## src/rtl/prbs_pkg.sv

```systemverilog
// Shared PRBS9 constants, FSM states and counter width
// used by the pattern source and the BER checker.
package prbs_pkg;

  localparam int         PRBS_LEN    = 9;
  localparam int         PRBS_PERIOD = 511;
  localparam int         PRBS_TAP    = 4;
  localparam logic [8:0] PRBS_SEED   = 9'h1FF;
  localparam int         CNT_W_DEF   = 33;

  typedef enum logic [1:0] {
    IDLE,
    RUN,
    DONE
  } state_e;

  // An all-zero seed would lock the LFSR up forever.
  function automatic logic [PRBS_LEN-1:0] seed_fix(
    input logic [PRBS_LEN-1:0] s
  );
    return (s == '0) ? PRBS_SEED : s;
  endfunction

endpackage

```

## src/rtl/prbs9_lfsr.sv

```systemverilog
// PRBS9 generator (x^9 + x^5 + 1): seed load, enabled
// advance, lock-up guard; output is the MSB.
module prbs9_lfsr
  import prbs_pkg::*;
#(
  parameter logic [8:0] SEED = PRBS_SEED
) (
  input  logic clock,
  input  logic i_reset,
  input  logic i_load,
  input  logic i_adv,
  output logic o_out
);

  localparam logic [8:0] SEED_L = seed_fix(SEED);

  logic [8:0] lfsr_q, lfsr_d;

  always_comb begin
    lfsr_d = lfsr_q;
    if (i_load || (lfsr_q == '0)) begin
      lfsr_d = SEED_L;
    end else if (i_adv) begin
      lfsr_d = {lfsr_q[7:0],
                lfsr_q[8] ^ lfsr_q[PRBS_TAP]};
    end
  end

  always_ff @(posedge clock) begin
    if (!i_reset) begin
      lfsr_q <= SEED_L;
    end else begin
      lfsr_q <= lfsr_d;
    end
  end

  assign o_out = lfsr_q[8];

endmodule

```

## src/rtl/prbs9_tx.sv

```systemverilog
// PRBS9 transmit pattern source with burst/continuous modes.
// Optional error injection: define PRBS9_TX_ERR_INJECT_EN.
module prbs9_tx
  import prbs_pkg::*;
#(
  parameter logic [8:0] SEED  = PRBS_SEED,
  parameter int         CNT_W = CNT_W_DEF,
  parameter int         INJ_W = 16
) (
  input  logic             clock,
  input  logic             i_reset,
  input  logic             i_valid,
  input  logic             i_start,
  input  logic             i_stop,
  input  logic [CNT_W-1:0] i_nbits,
  output logic             o_bit,
  output logic             o_valid,
  output logic             o_period,
  output logic             o_busy,
  output logic             o_done,
  output logic [CNT_W-1:0] o_bits
`ifdef PRBS9_TX_ERR_INJECT_EN
  ,
  input  logic [INJ_W-1:0] i_inj_period,
  output logic [CNT_W-1:0] o_inj_count
`endif
);

  if (INJ_W < 1) begin : g_bad_inj_w
    $error("INJ_W must be positive");
  end

  state_e           state_q, state_d;
  logic             bit_q, bit_d;
  logic             valid_q, valid_d;
  logic             period_q, period_d;
  logic [CNT_W-1:0] bits_q, bits_d;
  logic [CNT_W-1:0] nbits_q, nbits_d;
  logic [8:0]       pcnt_q, pcnt_d;
  logic             lfsr_out;
  logic             inj_flip;
  logic             load, adv, last;
  logic [CNT_W-1:0] bits_inc;

  assign load     = (state_q == IDLE) && i_start;
  assign adv      = (state_q == RUN) && i_valid;
  assign bits_inc = bits_q + CNT_W'(1);
  assign last     = (nbits_q != '0)
                 && (bits_inc == nbits_q);

  prbs9_lfsr #(
    .SEED (SEED)
  ) u_lfsr (
    .clock   (clock),
    .i_reset (i_reset),
    .i_load  (load),
    .i_adv   (adv),
    .o_out   (lfsr_out)
  );

  always_comb begin
    state_d  = state_q;
    bit_d    = bit_q;
    valid_d  = 1'b0;
    period_d = 1'b0;
    bits_d   = bits_q;
    nbits_d  = nbits_q;
    pcnt_d   = pcnt_q;
    unique case (state_q)
      IDLE: begin
        if (i_start) begin
          state_d = RUN;
          bits_d  = '0;
          pcnt_d  = '0;
          nbits_d = i_nbits;
        end
      end
      RUN: begin
        if (i_valid) begin
          bit_d   = lfsr_out ^ inj_flip;
          valid_d = 1'b1;
          bits_d  = (&bits_q) ? bits_q : bits_inc;
          if (pcnt_q == 9'(PRBS_PERIOD - 1)) begin
            pcnt_d   = '0;
            period_d = 1'b1;
          end else begin
            pcnt_d = pcnt_q + 9'd1;
          end
          if (last) state_d = DONE;
        end
        if (i_stop) state_d = DONE;
      end
      DONE:    state_d = IDLE;
      default: state_d = IDLE;
    endcase
  end

  always_ff @(posedge clock) begin
    if (!i_reset) begin
      state_q  <= IDLE;
      bit_q    <= 1'b0;
      valid_q  <= 1'b0;
      period_q <= 1'b0;
      bits_q   <= '0;
      nbits_q  <= '0;
      pcnt_q   <= '0;
    end else begin
      state_q  <= state_d;
      bit_q    <= bit_d;
      valid_q  <= valid_d;
      period_q <= period_d;
      bits_q   <= bits_d;
      nbits_q  <= nbits_d;
      pcnt_q   <= pcnt_d;
    end
  end

`ifdef PRBS9_TX_ERR_INJECT_EN
  logic [INJ_W-1:0] icnt_q, icnt_d;
  logic [CNT_W-1:0] inj_q, inj_d;

  // Down-counter marks every i_inj_period-th strobed bit.
  always_comb begin
    icnt_d   = icnt_q;
    inj_d    = inj_q;
    inj_flip = 1'b0;
    if (load) begin
      icnt_d = i_inj_period;
      inj_d  = '0;
    end else if (adv && (i_inj_period != '0)) begin
      if (icnt_q <= INJ_W'(1)) begin
        inj_flip = 1'b1;
        icnt_d   = i_inj_period;
        inj_d    = (&inj_q) ? inj_q : inj_q + CNT_W'(1);
      end else begin
        icnt_d = icnt_q - INJ_W'(1);
      end
    end
  end

  always_ff @(posedge clock) begin
    if (!i_reset) begin
      icnt_q <= '0;
      inj_q  <= '0;
    end else begin
      icnt_q <= icnt_d;
      inj_q  <= inj_d;
    end
  end

  assign o_inj_count = inj_q;
`else
  assign inj_flip = 1'b0;
`endif

  assign o_bit    = bit_q;
  assign o_valid  = valid_q;
  assign o_period = period_q;
  assign o_bits   = bits_q;
  assign o_busy   = (state_q == RUN);
  assign o_done   = (state_q == DONE);

endmodule

```

## config.mk

```make
export PLATFORM = sky130hd
export DESIGN_NAME = prbs9_tx
export DESIGN_NICKNAME = d
export VERILOG_FILES = /design/src/rtl/prbs_pkg.sv /design/src/rtl/prbs9_lfsr.sv /design/src/rtl/prbs9_tx.sv
export SDC_FILE = /design/constraint.sdc
export NUM_CORES = 1
export LEC_CHECK = 0
export ABC_AREA = 1
export BUFFER_PORTS_ARGS = -buffer_cell sky130_fd_sc_hd__buf_2
export CAP_MARGIN = 20
export CORE_ASPECT_RATIO = 0.9
export CORE_UTILIZATION = 30
export CTS_CLUSTER_DIAMETER = 80
export CTS_CLUSTER_SIZE = 25
export DETAILED_ROUTE_END_ITERATION = 6
export SKIP_LAST_GASP = 1
export SYNTH_ARGS = -nofsm -noshare
export SYNTH_HDL_FRONTEND = slang
export SYNTH_SLANG_ARGS = --single-unit
```

## constraint.sdc

```tcl
create_clock -name clock -period 2.9 [get_ports clock]
set_clock_uncertainty 0.05 [all_clocks]
set_input_delay 0 -clock clock [delete_from_list [all_inputs] [get_ports clock]]
set_output_delay 0 -clock clock [all_outputs]
set_load 0.005 [all_outputs]
```

# Word level (Yosys, flattened, before mapping)
# Index checks and enable logic that the tools add are counted.
# Widths: inputs -> output; s select.
# word_totals
ff_bits	89
out_inout_bits	38
in_bits	38
wordCells	53
# op_classes
eq_ne	9
reduce_logical	17
n_bitwise	2
n_addsub	2
n_mux	15
# ops
op	n
$mux 33	3
$pmux 33 s2	1
$add 33x1->33 const B	1
$eq 33x33->1	1
$reduce_and 33->1	1
$reduce_bool 33->1	1
$mux 9	3
$pmux 9 s2	1
$add 9x1->9 const B	1
$eq 9x9->1 const B	1
$logic_not 9->1	1
$reduce_and 3->1	3
$mux 2	4
$ne 2x2->1 const B	3
$reduce_and 2->1	3
$pmux 2 s2	1
$reduce_and 4->1	1
$logic_and 1x1->1	3
$ne 3x2->1 const B	1
$ne 3x3->1 const B	1
$eq 2x1->1 const B	1
$eq 2x2->1 const B	1
$logic_not 2->1	1
$mux 1	2
other kinds (5)	5

# Depth between registers and ports, before layout
# Gate-level depths: netlist of the first run.
# logic_depth
word_depth	7
ltp_mapped	19
mapped_depth_nobuf	19

# Hierarchy
# Synthesis of the first run repeated with hierarchy kept, for this count alone.
# unflattened
cells_unflattened	821
area_unflattened_um2	5190.0
# modules_own_cells
mod	area_per_inst_um2	cells_each	n_inst
prbs9_tx	4775.8	766	1
prbs9_lfsr	414.1	55	1

# Worst setup path after synthesis of the first run
# Ideal clock, no wire load.
# synth_path
kind	register -> register
start	reg bits_q[0] (netlist: o_bits[0])
end	reg bits_q[19] (netlist: o_bits[19])
slack_ps	473
period_less_slack_ps	2427
t_arrival_ps	2306
path_stages_with_launch	14
cell_sequence	dfxtp_1 -> ha_1 -> nand2_2 -> nor2_8 -> nand2_4 -> nor2_4 -> nand2_1 -> nor2_1 -> ha_1 -> nor2_1 -> nor2_1 -> clkbuf_1 -> nand2_1 -> a21oi_1
# synth_via
elab_chain_len	4
# synth_rtl
element	line_no	rtl
from (decl)	prbs9_tx.sv:37	logic [CNT_W-1:0] bits_q, bits_d;
from (signal assigned)	prbs9_tx.sv:112	bits_q <= bits_d;
$add 33x1->33	prbs9_tx.sv:47	assign bits_inc = bits_q + CNT_W'(1);
$mux 33	prbs9_tx.sv:82	bits_d = (&bits_q) ? bits_q : bits_inc;
$mux 33	prbs9_tx.sv:79	if (i_valid) begin
$pmux 33 s2	prbs9_tx.sv:69	unique case (state_q)
# Parallel ways exist; a longest one is shown, timed or not. The select of a mux whose other input is x is not followed.
# A chain may end at the register's enable or synchronous reset.

# Final worst setup path of the first run
# layout_path
start	reg bits_q[15] (netlist: o_bits[15])
end	reg state_q[1]
# layout_via
elab_chain_len	5
# layout_rtl
element	line_no	rtl
$add 33x1->33	prbs9_tx.sv:47	
$eq 33x33->1	prbs9_tx.sv:49	&& (bits_inc == nbits_q);
$logic_and 1x1->1	prbs9_tx.sv:49	
$ne 3x2->1 (no source line)	--	
$reduce_and 3->1 (no source line)	--	
to (signal assigned)	prbs9_tx.sv:108	state_q <= state_d;
to (decl)	prbs9_tx.sv:33	state_e state_q, state_d;
# Every way passes these cells.

==> out/qor.yml, run 1 <==
routed_via_density: 4.669
drt_iter0_drc: 303
cts-buffers-inserted: 9
crit_arrival_ps: 2760
seq_power_share_pct: 45.9
initial_util_pct: 30.74
grt_first_pass_wirelength_um: 26790
die-area_um2: 17900
most_used_standard_cells_in_the_synthesized_netlist: "sky130_fd_sc_hd__nand2_1 (266), sky130_fd_sc_hd__nor2_1 (105), sky130_fd_sc_hd__nand3_1 (94)"
yosysSeqAreaShare_pct: 34.20
setup_viol: 0
worst_slew_margin_rel_pct: 55.67
grt_max_degree: 38
grt_overflow: 0
cts_buffer_depth: 2
synth_net_count: 883
layout_min_cycle_time_ps: 2517
hold-path-endpoint: "nbits_q[12]"
setup.worst_path.end_class: "flop"
clock_tree_from_tritoncts: "done"
ys_async_sr_fraction_pct: 0
rsz_0062_raised_after_global_routing: "false"
routed_wire_length_per_instance_um: 13.63
final_nets: 997
power.leakage_nw: 2.803
detailroute.wirelength.met2_um: 7030
clkSlewWorstSetupHoldPaths_ps: 70
met3_length_um: 910
highest_layer: "met4"
power.ir.vdd_worst_uv: 249.6
hold-worst-slack_ps: 12.79
setup-tns-final_ps: 0
critical_path_peak_fanout: 7
regToRegEndpoint: "state_q[1]"
diodes: 0
hold_path_startpoint: "i_nbits[12]"
mappedNetlistArea_um2: 5210
clock_power_share_pct: 38.3
clkLatencyLatePin_ps: 350
routed_met1_length_um: 8100
n_fill_cell: 1864
register_area_um2: 1782
synthesis.yosys.warnings: 0
synth_top_area_share_pct: 34.20
hold_viol_final: 0
cts_num_sinks: 89
critical_register_to_register_path_startpoint: "o_bits[15]"
cp-start-kind: "flop"
row_count: 45
avgSynthCellArea_um2: 6.195
final_weighted_congestion_in_routability_driven_placement: 0.8983
yosys.cell_count.top_type: "sky130_fd_sc_hd__nand2_1"
setup.worst_path.class: "flop to flop"
postSynthRegisterBits: 89
total_switching_power_w: 0.0008660
io-pin-count: 76
grt_usage_pct: 19.31
io_buffer_count: 75
status: "complete, no violations"
vias: 5580
cts.root.buffer_cell: "sky130_fd_sc_hd__clkbuf_16"
ff2ff_setup_slack_ps: 380
total_power_w: 0.002917
detail_route.wirelength_um: 16280
layout-area-overhead-vs-synth_pct: 25.86
number_of_global_route_vias_before_repair: 5238
launching_element_of_the_worst_setup_path: "o_bits[15]"
place_hpwl_um: 12270
achievable-frequency_mhz: 397.3
syn_inst: 841
drive_gt1_share_pct: 15.21
initial_antenna_violation_count: 0
timing.final.max_slew_violations: 0
dieHeight_um: 127.0
synth-main-ff-cell: "sky130_fd_sc_hd__dfxtp_1"
synth.lib_cells_used.distinct: 37
synth.largest_area_cell: "sky130_fd_sc_hd__dfxtp_1"
total_power_per_unit_cell_area_nw_per_um2: 444.8
worst_hold_path_type: "input port to flop"
worstPathRequired_ps: 3140
multi_input_area_um2: 3015
detail_route.drc_violations: 0
max_slew.worst_pin.slew_ps: 664.9
drtPass1Iterations: 5
ant_nets: 0
post-route-period-util_pct: 86.78
timing.reg2reg.worst_path_depth: 18
placeableCoreArea_um2: 16950
internal_power_w: 0.002051
synth_edf_count: 0
cells_taking_the_most_area_after_synthesis: "sky130_fd_sc_hd__dfxtp_1 (34%), sky130_fd_sc_hd__nand2_1 (19%), sky130_fd_sc_hd__nand3_1 (9.0%)"
drv.max_cap_violation_count: 0
timing.hold.worst_path_depth: 3
cts_max_level: 3
die_width_um: 140.9
pwr-share-comb_pct: 15.8
sw_frac_of_total_pct: 29.69
==> per-stage QoR <==
step	worst slack [ps]	std cells	utilization [%]	instance area, um^2
2_1_floorplan	472.8	841	-	5210
3_3_place_gp	383.5	1142	34.87	5909
4_1_cts	273.7	1192	38.53	6530
5_1_grt	16.66	1195	38.69	6558
3_5_place_dp	293.3	1142	34.87	5909
6_report	383.3	1195	38.69	6558
==> per-layer routing <==
layer | track usage (%) | vias to the layer above
met5 | 0 | -
met4 | 5.818 | 0
met3 | 3.786 | 15
met2 | 30.82 | 130
met1 | 26.30 | 2500
li1 | - | 2935
==> worst max-delay path by stage <==
stage | cells past startpoint | endpoint | slack, ps
2_1_floorplan | 13 | o_bits[19] | 470
3_3_place_gp | 13 | o_bits[19] | 380
3_5_place_dp | 12 | o_bits[15] | 290
4_1_cts | 12 | o_bits[20] | 270
5_1_grt | 19 | state_q[1] | 20
6_report | 18 | state_q[1] | 380
==> kinds of logic (layout without fill, tap and decap cells) <==
| group | count (synthesis) | in the layout | share of synthesized area, % |
|---|---|---|---|
| adders and majority gates | 4 | 4 | 0.9607 |
| xor gates and xnor gates | 7 | 7 | 1.729 |
| AOI/OAI and AO/OA | 113 | 113 | 11.48 |
| and+or+nand+nor | 517 | 517 | 43.52 |
| buffers and inverters | 111 | 230 | 8.117 |
| DFF | 89 | 89 | 34.20 |
==> area by class of cell <==
| cell class | count | share of cell area [%] |
|---|---|---|
| clock buffer | 9 | 3.434 |
| clock inverter | 7 | 0.8395 |
| inverter | 88 | 5.037 |
| multi-input combinational | 641 | 45.98 |
| sequential | 89 | 27.17 |
| tap | 235 | 4.484 |
| timing repair buffer | 126 | 13.05 |
==> cell usage in the layout, fill, tap and decap left out, types with 2 or more instances in the layout <==
master / netlist / layout
sky130_fd_sc_hd__ha_1: 4 / 4
sky130_fd_sc_hd__nand2_1: 266 / 266
sky130_fd_sc_hd__nand2_4: 2 / 2
sky130_fd_sc_hd__nand2_2: 8 / 8
sky130_fd_sc_hd__buf_2: 2 / 75
sky130_fd_sc_hd__nor4_1: 2 / 2
sky130_fd_sc_hd__xnor2_1: 2 / 2
sky130_fd_sc_hd__a21oi_1: 62 / 62
sky130_fd_sc_hd__nand3b_1: 8 / 8
sky130_fd_sc_hd__xor2_1: 3 / 3
sky130_fd_sc_hd__inv_1: 81 / 80
sky130_fd_sc_hd__buf_4: 1 / 16
sky130_fd_sc_hd__o211ai_1: 4 / 4
sky130_fd_sc_hd__o21a_1: 2 / 2
sky130_fd_sc_hd__nor2_8: 2 / 2
sky130_fd_sc_hd__nand3_1: 94 / 94
sky130_fd_sc_hd__clkinv_1: 2 / 3
sky130_fd_sc_hd__o21ai_1: 3 / 3
sky130_fd_sc_hd__inv_2: 5 / 5
sky130_fd_sc_hd__o21ai_0: 39 / 39
sky130_fd_sc_hd__clkinv_4: 0 / 3
sky130_fd_sc_hd__nor2_4: 6 / 7
sky130_fd_sc_hd__nor2_2: 10 / 11
sky130_fd_sc_hd__clkbuf_16: 0 / 9
sky130_fd_sc_hd__dfxtp_1: 89 / 89
sky130_fd_sc_hd__nor2_1: 105 / 103
sky130_fd_sc_hd__dlygate4sd3_1: 0 / 34
sky130_fd_sc_hd__and2_1: 2 / 2
sky130_fd_sc_hd__nor3_1: 4 / 4
sky130_fd_sc_hd__clkinvlp_4: 0 / 2
sky130_fd_sc_hd__nand4_1: 5 / 5
==> sequential cells by signal, summed over array words and instances, names as in the netlist <==
| register | count |
|---|---|
| pcnt_q | 9 |
| nbits_q | 33 |
| state_q | 2 |
| o_bit | 1 |
| o_bits | 33 |
| o_valid | 1 |
| u_lfsr.lfsr_q | 9 |
| o_period | 1 |
==> power by group through the flow <==
| stage | Clock [W] | Sequential, W | Combinational (W) |
|---|---|---|---|
| 2_1_floorplan | 0 | 0.00135 | 0.000278 |
| 4_1_cts | 0.00115 | 0.00134 | 0.000460 |
| 5_1_grt | 0.00120 | 0.00135 | 0.000526 |
| 6_report | 0.00112 | 0.00134 | 0.000460 |
| 3_5_place_dp | 0 | 0.00136 | 0.000424 |
| 3_3_place_gp | 0 | 0.00137 | 0.000421 |
==> critical path, stage by stage (launching register included) <==
cell and delay (ps):
sky130_fd_sc_hd__dfxtp_1 450, sky130_fd_sc_hd__nand2_1 140, sky130_fd_sc_hd__nor2_1 200, sky130_fd_sc_hd__nand2_1 130
sky130_fd_sc_hd__nor2_4 170, sky130_fd_sc_hd__nand2_1 100, sky130_fd_sc_hd__nor2_1 140, sky130_fd_sc_hd__ha_1 270
sky130_fd_sc_hd__nor2_1 100, sky130_fd_sc_hd__o21ai_0 80, sky130_fd_sc_hd__nand2_1 60, sky130_fd_sc_hd__nand2_1 50
sky130_fd_sc_hd__nor2_1 80, sky130_fd_sc_hd__nand2_1 60, sky130_fd_sc_hd__nor2_1 80, sky130_fd_sc_hd__nand3_1 80
sky130_fd_sc_hd__nand2_1 90, sky130_fd_sc_hd__nand2_1 60, sky130_fd_sc_hd__nor2_2 70
==> timing repair <==
item | in CTS | in global routing
hold buffers | 34 | 0
endpoints found under the hold margin | 33 | 0
setup endpoints to repair | 0 | 23
gates resized for setup | 0 | 1
buffers inserted | 0 | 3
Note: power is estimated with default switching activity, not from simulation.
==> run 2: changes to the inputs <==
--- a/config.mk
+++ b/config.mk
@@ -9,9 +9,8 @@
 export BUFFER_PORTS_ARGS = -buffer_cell sky130_fd_sc_hd__buf_2
 export CAP_MARGIN = 20
 export CORE_ASPECT_RATIO = 0.9
-export CORE_UTILIZATION = 30
+export CORE_UTILIZATION = 43
 export CTS_CLUSTER_DIAMETER = 80
-export CTS_CLUSTER_SIZE = 25
 export DETAILED_ROUTE_END_ITERATION = 6
 export SKIP_LAST_GASP = 1
 export SYNTH_ARGS = -nofsm -noshare
==> run 2 against run 1 <==
  * Sequential cell count did not move
  * Critical endpoint unchanged
  * Worst setup slack got worse by 0.57 ps
  * Global-route usage rose by 7.6 points
  * Largest power group unchanged
  * Total power grew 2.8%
  * First-iteration DRC count increased by 47%
  * Non-clock buffer count fell by 4
  * Routed wire length fell by 0.80%
  * Hold slack better by 120 ps
  * Combinational power barely moved
  * Sequential power about the same
  * Critical path depth grew 1
  * Largest cell class unchanged
==> out/qor.yml, run 2 (synthesis results as in run 1) <==
rsz_0062_raised_after_global_routing: "false"
ff2ff_setup_slack_ps: 380
drtPass1Iterations: 6
layout-area-overhead-vs-synth_pct: 23.66
vias: 5799
status: "complete, no violations"
crit_path_max_delay_family: "simple AND/OR/NAND/NOR gates"
final_weighted_congestion_in_routability_driven_placement: 0.9039
cts_num_sinks: 89
cp-start-kind: "flop"
dieHeight_um: 106.4
drv.max_cap_violation_count: 0
drive_gt1_share_pct: 14.64
placeableCoreArea_um2: 11620
max_slew.worst_pin.slew_ps: 816.5
drt_iter0_drc: 446
hold_viol_final: 0
cts-buffers-inserted: 9
post-route-period-util_pct: 86.80
row_count: 37
layout.cells.most_common: "sky130_fd_sc_hd__nand2_1"
initial_antenna_violation_count: 0
setup_viol: 0
diodes: 0
cts_buffer_depth: 2
layout_min_cycle_time_ps: 2517
setup-tns-final_ps: 0
grt_overflow: 0
detail_route.drc_violations: 0
path_buf_inv: 0
detail_route.wirelength_um: 16150
worst_hold_path_type: "input port to flop"
crit_arrival_ps: 2770
clock_tree_from_tritoncts: "done"
grt_max_degree: 54
clkSlewWorstSetupHoldPaths_ps: 70
grt_usage_pct: 26.87
setup.worst_path.class: "flop to flop"
mostFrequentLayoutCells: "sky130_fd_sc_hd__nand2_1 (266), sky130_fd_sc_hd__nor2_1 (103), sky130_fd_sc_hd__nand3_1 (94)"
io_buffer_count: 75
io-pin-count: 76
initial_util_pct: 44.84
regToRegEndpoint: "state_q[1]"
crit_path_max_incr_delay_ps: 340
timing.critical_path.depth: 19
worstSetupEndpoint: "state_q[1]"
achievable-frequency_mhz: 397.3
cts_max_level: 3
power.leakage_nw: 2.789
die-area_um2: 12560
timing.final.max_slew_violations: 0
critical_register_to_register_path_startpoint: "o_bits[0]"
cp_most_frequent_cell: "sky130_fd_sc_hd__nand2_1"
ant_nets: 0
timing.reg2reg.worst_path_depth: 19
power.ir.vdd_worst_uv: 348.9
post_route_design_area_um2: 6442
clkLatencyLatePin_ps: 360
post_cts_buffers: 0
place_hpwl_um: 11890
launching_element_of_the_worst_setup_path: "o_bits[0]"
worstPathRequired_ps: 3150
total_power_w: 0.003000
setup.worst_path.end_class: "flop"
routed_wire_length_per_instance_um: 14.53
grt_first_pass_wirelength_um: 26320
placed_cells: 1061
cts.root.buffer_cell: "sky130_fd_sc_hd__clkbuf_16"
die_width_um: 118.0
postPlaceCellArea_um2: 5796
total_power_per_unit_cell_area_nw_per_um2: 465.6
worstPathCellList: "ha_1 > nand2_2 > nor2_8 > nand2_4 > nor2_4 > nand2_1 > nor2_1 > ha_1 > nor2_1 > o21ai_0 > nand2_1 > nand2_1 > nor2_1 > nand2_1 > nor2_1 > nand3_1 > nand2_1 > nand2_1 > nor2_2"
fin_util_pct: 55.44
critical_path_peak_fanout: 8
routed_via_density: 5.215
worst_slew_margin_rel_pct: 45.49
number_of_global_route_vias_before_repair: 5301
slowest_stage: "sky130_fd_sc_hd__dfxtp_1"
finalNonFillerCells: 1112
final_nets: 993
run 2: area by class of cell:
class | count | area (um^2)
Timing Repair Buffer | 122 | 828.3
Tap cell | 156 | 195.2
Sequential cell | 89 | 1782
Fill cell | 1174 | 5177
Multi-Input combinational cell | 641 | 3010
Clock inverter | 6 | 67.56
Inverter | 88 | 330.3
Clock buffer | 10 | 229.0
run 2: per-stage QoR:
step	hold slack (ps)	worst slack, ps
5_1_grt	172.7	38.14
6_report	129.0	382.7
4_1_cts	125.9	367.8
2_1_floorplan	84.90	472.8
3_3_place_gp	172.5	458.0
3_5_place_dp	180.3	386.5
run 2: worst min-delay path, cell delays in order:
cell and delay (ps):
sky130_fd_sc_hd__buf_2 100, sky130_fd_sc_hd__buf_4 240, sky130_fd_sc_hd__nand2_1 110, sky130_fd_sc_hd__a21oi_1 30
run 2: where the power goes:
group	internal, W	leakage, nW	switching, W
logic	0.000178	1.92	0.000282
clock network	0.000671	0.139	0.000529
registers	0.00129	0.726	0.0000542
run 2: layer usage:
metal	GRT usage [%]	routed length (um)
met5	0	0
met1	34.57	7472
met2	44.54	7246
met3	5.204	988
met4	9.982	446
run 2: worst min-delay path by stage:
stage	start	endpoint	slack [ps]	depth (start not counted)
after global routing	i_reset	state_q[0]	170	4
after global placement	i_nbits[5]	nbits_q[5]	170	3
after detailed placement	i_nbits[5]	nbits_q[5]	180	3
final	i_reset	state_q[0]	130	4
after floorplan	i_nbits[32]	nbits_q[32]	80	2
after CTS	i_reset	state_q[0]	130	4
run 2: repair_timing:
action / CTS / global route
hold buffers: 35 / 0
resized for setup: 0 / 0
hold endpoints to repair: 35 / 0
